[src/rtl/jogo_pkg.sv]
// State width and state codes for the memory-sequence game controller.
// The codes double as the value shown on the hex display via db_estado.
package jogo_pkg;
    localparam int ESTADO_W = 4;

    typedef logic [ESTADO_W-1:0] estado_t;

    localparam estado_t INICIAL        = 4'h0;
    localparam estado_t PREPARACAO     = 4'h1;
    localparam estado_t INICIA_RODADA  = 4'h2;
    localparam estado_t ESPERA_JOGADA  = 4'h3;
    localparam estado_t REGISTRA       = 4'h4;
    localparam estado_t COMPARA        = 4'h5;
    localparam estado_t PROXIMA_JOGADA = 4'h6;
    localparam estado_t PROXIMA_RODADA = 4'h7;
    localparam estado_t FIM_GANHOU     = 4'hA;
    localparam estado_t FIM_PERDEU     = 4'hE;
    localparam estado_t FIM_TIMEOUT    = 4'hD;
endpackage

[src/rtl/unidade_controle_jogo.sv]
// Moore control unit for the memory-sequence game: sequences the datapath
// counters and play register through rounds and reports win/loss/timeout.
module unidade_controle_jogo
    import jogo_pkg::*;
(
    input  logic                clock,
    input  logic                reset,
    input  logic                iniciar,
    input  logic                jogada,
    input  logic                igual,
    input  logic                enderecoIgualRodada,
    input  logic                fimRodada,
    input  logic                timeout,
    output logic                zeraE,
    output logic                contaE,
    output logic                zeraR,
    output logic                contaR,
    output logic                zeraT,
    output logic                contaT,
    output logic                registraR,
    output logic                limpaR,
    output logic                pronto,
    output logic                ganhou,
    output logic                perdeu,
    output logic                db_timeout,
    output logic [ESTADO_W-1:0] db_estado
);

    estado_t estado, prox_estado;

    // State register; reset is synchronous and overrides everything.
    always_ff @(posedge clock) begin
        if (reset) estado <= INICIAL;
        else       estado <= prox_estado;
    end

    // Next-state logic. Unused codes fall back to INICIAL.
    always_comb begin
        prox_estado = INICIAL;
        case (estado)
            INICIAL:        prox_estado = iniciar ? PREPARACAO : INICIAL;
            PREPARACAO:     prox_estado = INICIA_RODADA;
            INICIA_RODADA:  prox_estado = ESPERA_JOGADA;
            // timeout takes priority over a simultaneous button press
            ESPERA_JOGADA:  prox_estado = timeout ? FIM_TIMEOUT :
                                          jogada  ? REGISTRA    : ESPERA_JOGADA;
            REGISTRA:       prox_estado = COMPARA;
            COMPARA: begin
                if (!igual)
                    prox_estado = FIM_PERDEU;
                else if (enderecoIgualRodada && fimRodada)
                    prox_estado = FIM_GANHOU;
                else if (enderecoIgualRodada)
                    prox_estado = PROXIMA_RODADA;
                else
                    prox_estado = PROXIMA_JOGADA;
            end
            PROXIMA_JOGADA: prox_estado = ESPERA_JOGADA;
            PROXIMA_RODADA: prox_estado = INICIA_RODADA;
            FIM_GANHOU:     prox_estado = iniciar ? PREPARACAO : FIM_GANHOU;
            FIM_PERDEU:     prox_estado = iniciar ? PREPARACAO : FIM_PERDEU;
            FIM_TIMEOUT:    prox_estado = iniciar ? PREPARACAO : FIM_TIMEOUT;
            default:        prox_estado = INICIAL;
        endcase
    end

    // Output decode, a pure function of the current state.
    always_comb begin
        zeraE      = 1'b0;
        contaE     = 1'b0;
        zeraR      = 1'b0;
        contaR     = 1'b0;
        zeraT      = 1'b0;
        contaT     = 1'b0;
        registraR  = 1'b0;
        limpaR     = 1'b0;
        pronto     = 1'b0;
        ganhou     = 1'b0;
        perdeu     = 1'b0;
        db_timeout = 1'b0;
        case (estado)
            PREPARACAO: begin
                zeraE  = 1'b1;
                zeraR  = 1'b1;
                zeraT  = 1'b1;
                limpaR = 1'b1;
            end
            INICIA_RODADA: begin
                zeraE = 1'b1;
                zeraT = 1'b1;
            end
            ESPERA_JOGADA:  contaT    = 1'b1;
            REGISTRA:       registraR = 1'b1;
            PROXIMA_JOGADA: begin
                contaE = 1'b1;
                zeraT  = 1'b1;
            end
            PROXIMA_RODADA: contaR = 1'b1;
            FIM_GANHOU: begin
                pronto = 1'b1;
                ganhou = 1'b1;
            end
            FIM_PERDEU: begin
                pronto = 1'b1;
                perdeu = 1'b1;
            end
            FIM_TIMEOUT: begin
                pronto     = 1'b1;
                perdeu     = 1'b1;
                db_timeout = 1'b1;
            end
            default: ;
        endcase
    end

    assign db_estado = estado;

endmodule

[config.mk]
export PLATFORM = sky130hd
export DESIGN_NAME = unidade_controle_jogo
export DESIGN_NICKNAME = d
export VERILOG_FILES = /design/src/rtl/jogo_pkg.sv /design/src/rtl/unidade_controle_jogo.sv
export SDC_FILE = /design/constraint.sdc
export NUM_CORES = 1
export LEC_CHECK = 0
export ABC_CLOCK_PERIOD_IN_PS = 1700
export BUFFER_PORTS_ARGS = -buffer_cell sky130_fd_sc_hd__buf_2
export CORE_ASPECT_RATIO = 1.2
export CORE_MARGIN = 2
export CORE_UTILIZATION = 27
export DETAILED_ROUTE_END_ITERATION = 7
export PLACE_DENSITY = 0.54
export SYNTH_ARGS = -nofsm -noshare
export SYNTH_HDL_FRONTEND = slang
export SYNTH_SLANG_ARGS = --single-unit
[constraint.sdc]
create_clock -name clock -period 1.7 [get_ports clock]
set_input_delay 0.34 -clock clock [delete_from_list [all_inputs] [get_ports clock]]
set_output_delay 0.34 -clock clock [all_outputs]
set_load 0.01 [all_outputs]
* Yosys cells after proc, flatten, opt, wreduce, memory -nomap -nowiden
Cells that the tools add are included.
Word-level totals: bits in registers 4, bits in latches 0, bits in writable memories 0, ROM bits 0, bits of input ports 8, output and inout bits 16, logic and storage cells 40, memories 0
Operators by class: $add $sub $neg 0, multiply operators 0, divide/modulo/power cells 0, order comparisons 0, eq/ne operators 10, shifts and indexed selects 0, muxes and demuxes 21, bitwise operators 0, reduce and logical (&&, ||, !) cells 8
Operators with widths (count):
- one-hot mux 4 bit (9 select lines) | 1
- two-way mux 4 bit | 6
- == test 4 x 3 -> 1 bit, second input constant | 4
- two-way mux 1 bit | 13
- == test 4 bit, second input constant | 3
- == test 4 x 2 -> 1 bit, second input constant | 2
- OR reduction 2 bit | 4
- OR reduction 3 bit | 2
- == test 4 x 1 -> 1 bit, second input constant | 1
- zero test 4 bit | 1
- two-way mux 3 bit | 1
- logical AND 1 bit | 1

* Longest topological paths before layout
depth in word-level cells 4, gate-level depth with buffers 5

* Worst setup path before layout
No wires, ideal clock.
path kind reg-to-output, from register estado[3] (netlist: db_estado[3]), to output port zeraR, arrival 1.238 ns, data required time 1.360 ns, path slack 0.122 ns, cell stages (with the launch flop) 5, path through dfxtp_1 > buf_4 > clkbuf_1 > nor3_1 > buf_4
On the way: cells in the longest elaborated chain, start to end 2
RTL lines:
- from (decl) | RTL line unidade_controle_jogo.sv:29 | estado_t estado, prox_estado;
- from (signal assigned) | RTL line unidade_controle_jogo.sv:34 | else estado <= prox_estado;
- == test 4 x 1 -> 1 bit
- two-way mux 1 bit
- to (decl) | RTL line unidade_controle_jogo.sv:16 | output logic zeraR,
No other way between the ends.

* Final worst setup path
from register estado[1] (netlist: db_estado[1]), to output port zeraE
On the way: cells in the longest elaborated chain, start to end 3, elaborated cells between the ends (all ways) 4, those cells by class eq/ne (2); mux (1); reduce/logical (1)
RTL lines:
- == test 4 x 1 -> 1 bit / == test 4 x 2 -> 1 bit (equally long branches) | RTL line unidade_controle_jogo.sv:81 | case (estado)
- OR reduction 2 bit (no line) (*)
- two-way mux 1 bit (*) | RTL line unidade_controle_jogo.sv:81
- to (decl) | RTL line unidade_controle_jogo.sv:14 | output logic zeraE,
Mark *: on every way between the ends. The rest lies on a longest branch, timed or not.

==> flow_metrics.tcl <==
set metrics [dict create \
    cellLeakagePower_nw 0.270 \
    rsz0062_at_grt "no" \
    overflow 0 \
    die_height_um 48.2 \
    wire_length_per_cell_after_detailed_routing_um 11.9 \
    drt_iter0_drc 8 \
    largest_register_ffs 4 \
    initial_utilization_pct 27.8 \
    yosysUniqueCellTypes 28 \
    finalMaxSlewViolations 0 \
    count_of_flip_flops_with_a_built_in_enable_after_synthesis 0 \
    number_of_nets_in_the_layout 92 \
    crit_path_top_delay_cell "sky130_fd_sc_hd__dfxtp_2" \
    timing.slew.headroom_pct 81.3 \
    post_synth_fa_ha_maj_area_fraction_pct 0 \
    synthFlopType "sky130_fd_sc_hd__dfxtp_1" \
    cp.required_ns 1.36 \
    fp.dieW_um 40.9 \
    synth.most_common_cell "sky130_fd_sc_hd__nor2_1" \
    synth.yosys.seq_area_share_pct 18.2 \
    path_class "reg -> out" \
    vdd_ir_drop_max_mv 0.340 \
    cts_made_buffers 3 \
    mappedNetlistNets 68 \
    cp_cell_sequence "nand2b_1, a211oi_1, buf_2" \
    critical_path_data_arrival_time_ns 1.28 \
    global_route.usage.total_pct 12.9 \
    antenna_found_initial 0 \
    min_period_over_period_pct 95.1 \
    min-delay-path-class "in -> reg" \
    finalSetupViolations 0 \
    route.met3.wl_um 88 \
    top_layer "met4" \
    timing.fmax_mhz 618 \
    hold_viol_final 0 \
    clock_pin_slew_worst_setup_and_hold_paths_ns 0.04 \
    tns_ns 0 \
    synthTopCellsByArea "sky130_fd_sc_hd__dfxtp_1 18%, sky130_fd_sc_hd__nor2b_1 7.1%, sky130_fd_sc_hd__buf_4 5.1%" \
    p_per_area_nw_per_um2 828 \
    gp_congestion 0.799 \
    num_vias 508 \
    syn-mean-instance-area_um2 7.34 \
    synthDominantAreaCellType "sky130_fd_sc_hd__dfxtp_1" \
    worst_path_dominant_cell_family "flip-flops" \
    first_pass_grt_wire_length_mm 1.76 \
    cpPeakStageDelay_ns 0.38 \
    placement_rows 16 \
    final_critical_path_time_including_i_o_delays_and_setup_ns 1.62 \
    core-area_um2 1580 \
    buffers_inverters_on_critical_path 1 \
    clockBufferDepth 2 \
    final_critical_path_setup_slack_ns 0.0826 \
    mappedNetlistArea_um2 440 \
    largest_net_degree_at_the_start_of_global_routing 14 \
    fin_skew_ns 0.00174 \
    share_of_flip_flops_with_an_asynchronous_set_or_reset_pct 0 \
    xor_and_xnor_fraction_of_the_mapped_netlist_area_pct 0 \
    clk_root_buffer_cell "sky130_fd_sc_hd__clkbuf_4" \
    antenna_cells 0 \
    via_count_of_the_first_global_routing_pass 444 \
    tritoncts_clock_tree "built" \
    share_of_synthesized_cell_area_in_and_or_nand_and_nor_gates_pct 39.8 \
    insertion_delay_ns 0.23 \
    synth_top_family_by_area "simple AND/OR/NAND/NOR gates" \
    dp_slack_ns 0.203 \
    post_synth_inst_count 60 \
    status "finished, final reports clean" \
    met2_wirelength_um 563 \
    synth_seq_cells 4 \
    io_buffer_count 23 \
    synth_commonest_cells "6 x sky130_fd_sc_hd__nor2_1, 5 x sky130_fd_sc_hd__nor2b_1" \
    synth_compound_area_share_pct 30.1 \
    maxCapViolCount 0 \
    drive_above_1_share_pct 46.3 \
    end_kind "output pin" \
    io-pin-count 24 \
    via_per_inst 5.08 \
    yosys-mux-area-fraction_pct 0 \
    htreeDepth 1 \
    synth_top_area_share_pct 18.2 \
    final_ant_viol_nets 0 \
    clock-sinks 4 \
    cts.repair_timing.setup_buffer_count 0 \
    tightestPinTransition_ns 0.279 \
    dp_hpwl_um 946 \
    yosys_warnings 0 \
    syn2layout_area_growth_pct 30.7 \
    path_max_fanout 11 \
    drt_first_pass_iters 4 \
    startpoint_types "flop" \
    dieArea_um2 1970 \
    route.layer.met1.wl_um 529 \
    residual_drc 0 \
    detail_route.wirelength_mm 1.19 \
]
## timing repair
action | 4_1_cts | 5_1_grt
endpoints found under the setup margin | 2 | 3
hold buffers | 0 | 0
gates resized for setup | 2 | 3
## worst register-to-register path, cell delays in order, from the launching register on
cell and delay [ns]:
sky130_fd_sc_hd__dfxtp_2 0.45, sky130_fd_sc_hd__nand2b_1 0.26, sky130_fd_sc_hd__a21oi_2 0.09, sky130_fd_sc_hd__nor2b_1 0.16, sky130_fd_sc_hd__o31a_1 0.29
## worst paths after layout
path	startpoint	end	slack [ns]	cells past startpoint
setup / recovery	db_estado[1]	zeraE	0.08	3
hold / removal	reset	db_estado[3]	0.37	3
setup reg to reg	db_estado[1]	db_estado[2]	0.34	4
hold reg to reg	db_estado[3]	db_estado[3]	0.61	2
## report_power, final
part	leakage (nW)	total (mW)	switching, mW	internal [mW]
Combinational	0.222	0.220	0.118	0.103
Clock	0.0138	0.113	0.0343	0.0787
Sequential	0.0344	0.143	0.0335	0.110
Total	0.270	0.477	0.186	0.291
## cells by family (layout without fill, tap and decap cells)
logic type | after synthesis | after routing
AND/OR/NAND/NOR | 30 | 30
AO/OA/AOI/OAI | 19 | 19
buffers and inverters | 7 | 29
flip-flops | 4 | 4
## through the flow
| step | utilization (%) | area, µm² | hold WS, ns | cells | power (mW) |
|---|---|---|---|---|---|
| 4_1_cts | 36.0 | 569 | 0.374 | 100 | 0.479 |
| 5_1_grt | 36.4 | 576 | 0.386 | 100 | 0.518 |
| 3_5_place_dp | 34.4 | 544 | 0.619 | 97 | 0.358 |
| 3_3_place_gp | 34.4 | 544 | 0.624 | 97 | 0.357 |
| 2_1_floorplan | - | 440 | 0.502 | 60 | 0.304 |
| 6_report | 36.4 | 576 | 0.375 | 100 | 0.477 |
## area by class of cell
type | instances | area, µm²
multi-input cells | 49 | 312
clock buffers | 3 | 22.5
well taps | 18 | 22.5
repair buffers | 25 | 130
inverters | 1 | 3.75
fillers | 187 | 1010
flip-flops and latches | 4 | 85.1
## routing by layer
layer / up-vias / track usage, %
met3: 2 / 1.37
met2: 25 / 19.7
met4: 0 / 8.00
met1: 224 / 17.2
li1: 257 / -
met5: - / 0
## placed cells by master (no fill, tap or decap), types with 2 or more instances in the layout
| cell type | count |
|---|---|
| sky130_fd_sc_hd__nor3b_1 | 3 |
| sky130_fd_sc_hd__buf_4 | 2 |
| sky130_fd_sc_hd__o21ai_0 | 3 |
| sky130_fd_sc_hd__nor2_1 | 6 |
| sky130_fd_sc_hd__buf_2 | 23 |
| sky130_fd_sc_hd__dfxtp_2 | 4 |
| sky130_fd_sc_hd__nand2b_1 | 3 |
| sky130_fd_sc_hd__nor3_1 | 4 |
| sky130_fd_sc_hd__clkbuf_4 | 3 |
| sky130_fd_sc_hd__a21oi_2 | 2 |
| sky130_fd_sc_hd__nor2b_1 | 5 |
| sky130_fd_sc_hd__a21oi_1 | 4 |
| sky130_fd_sc_hd__nand2_1 | 4 |
Power figures use the tool's default switching activity.
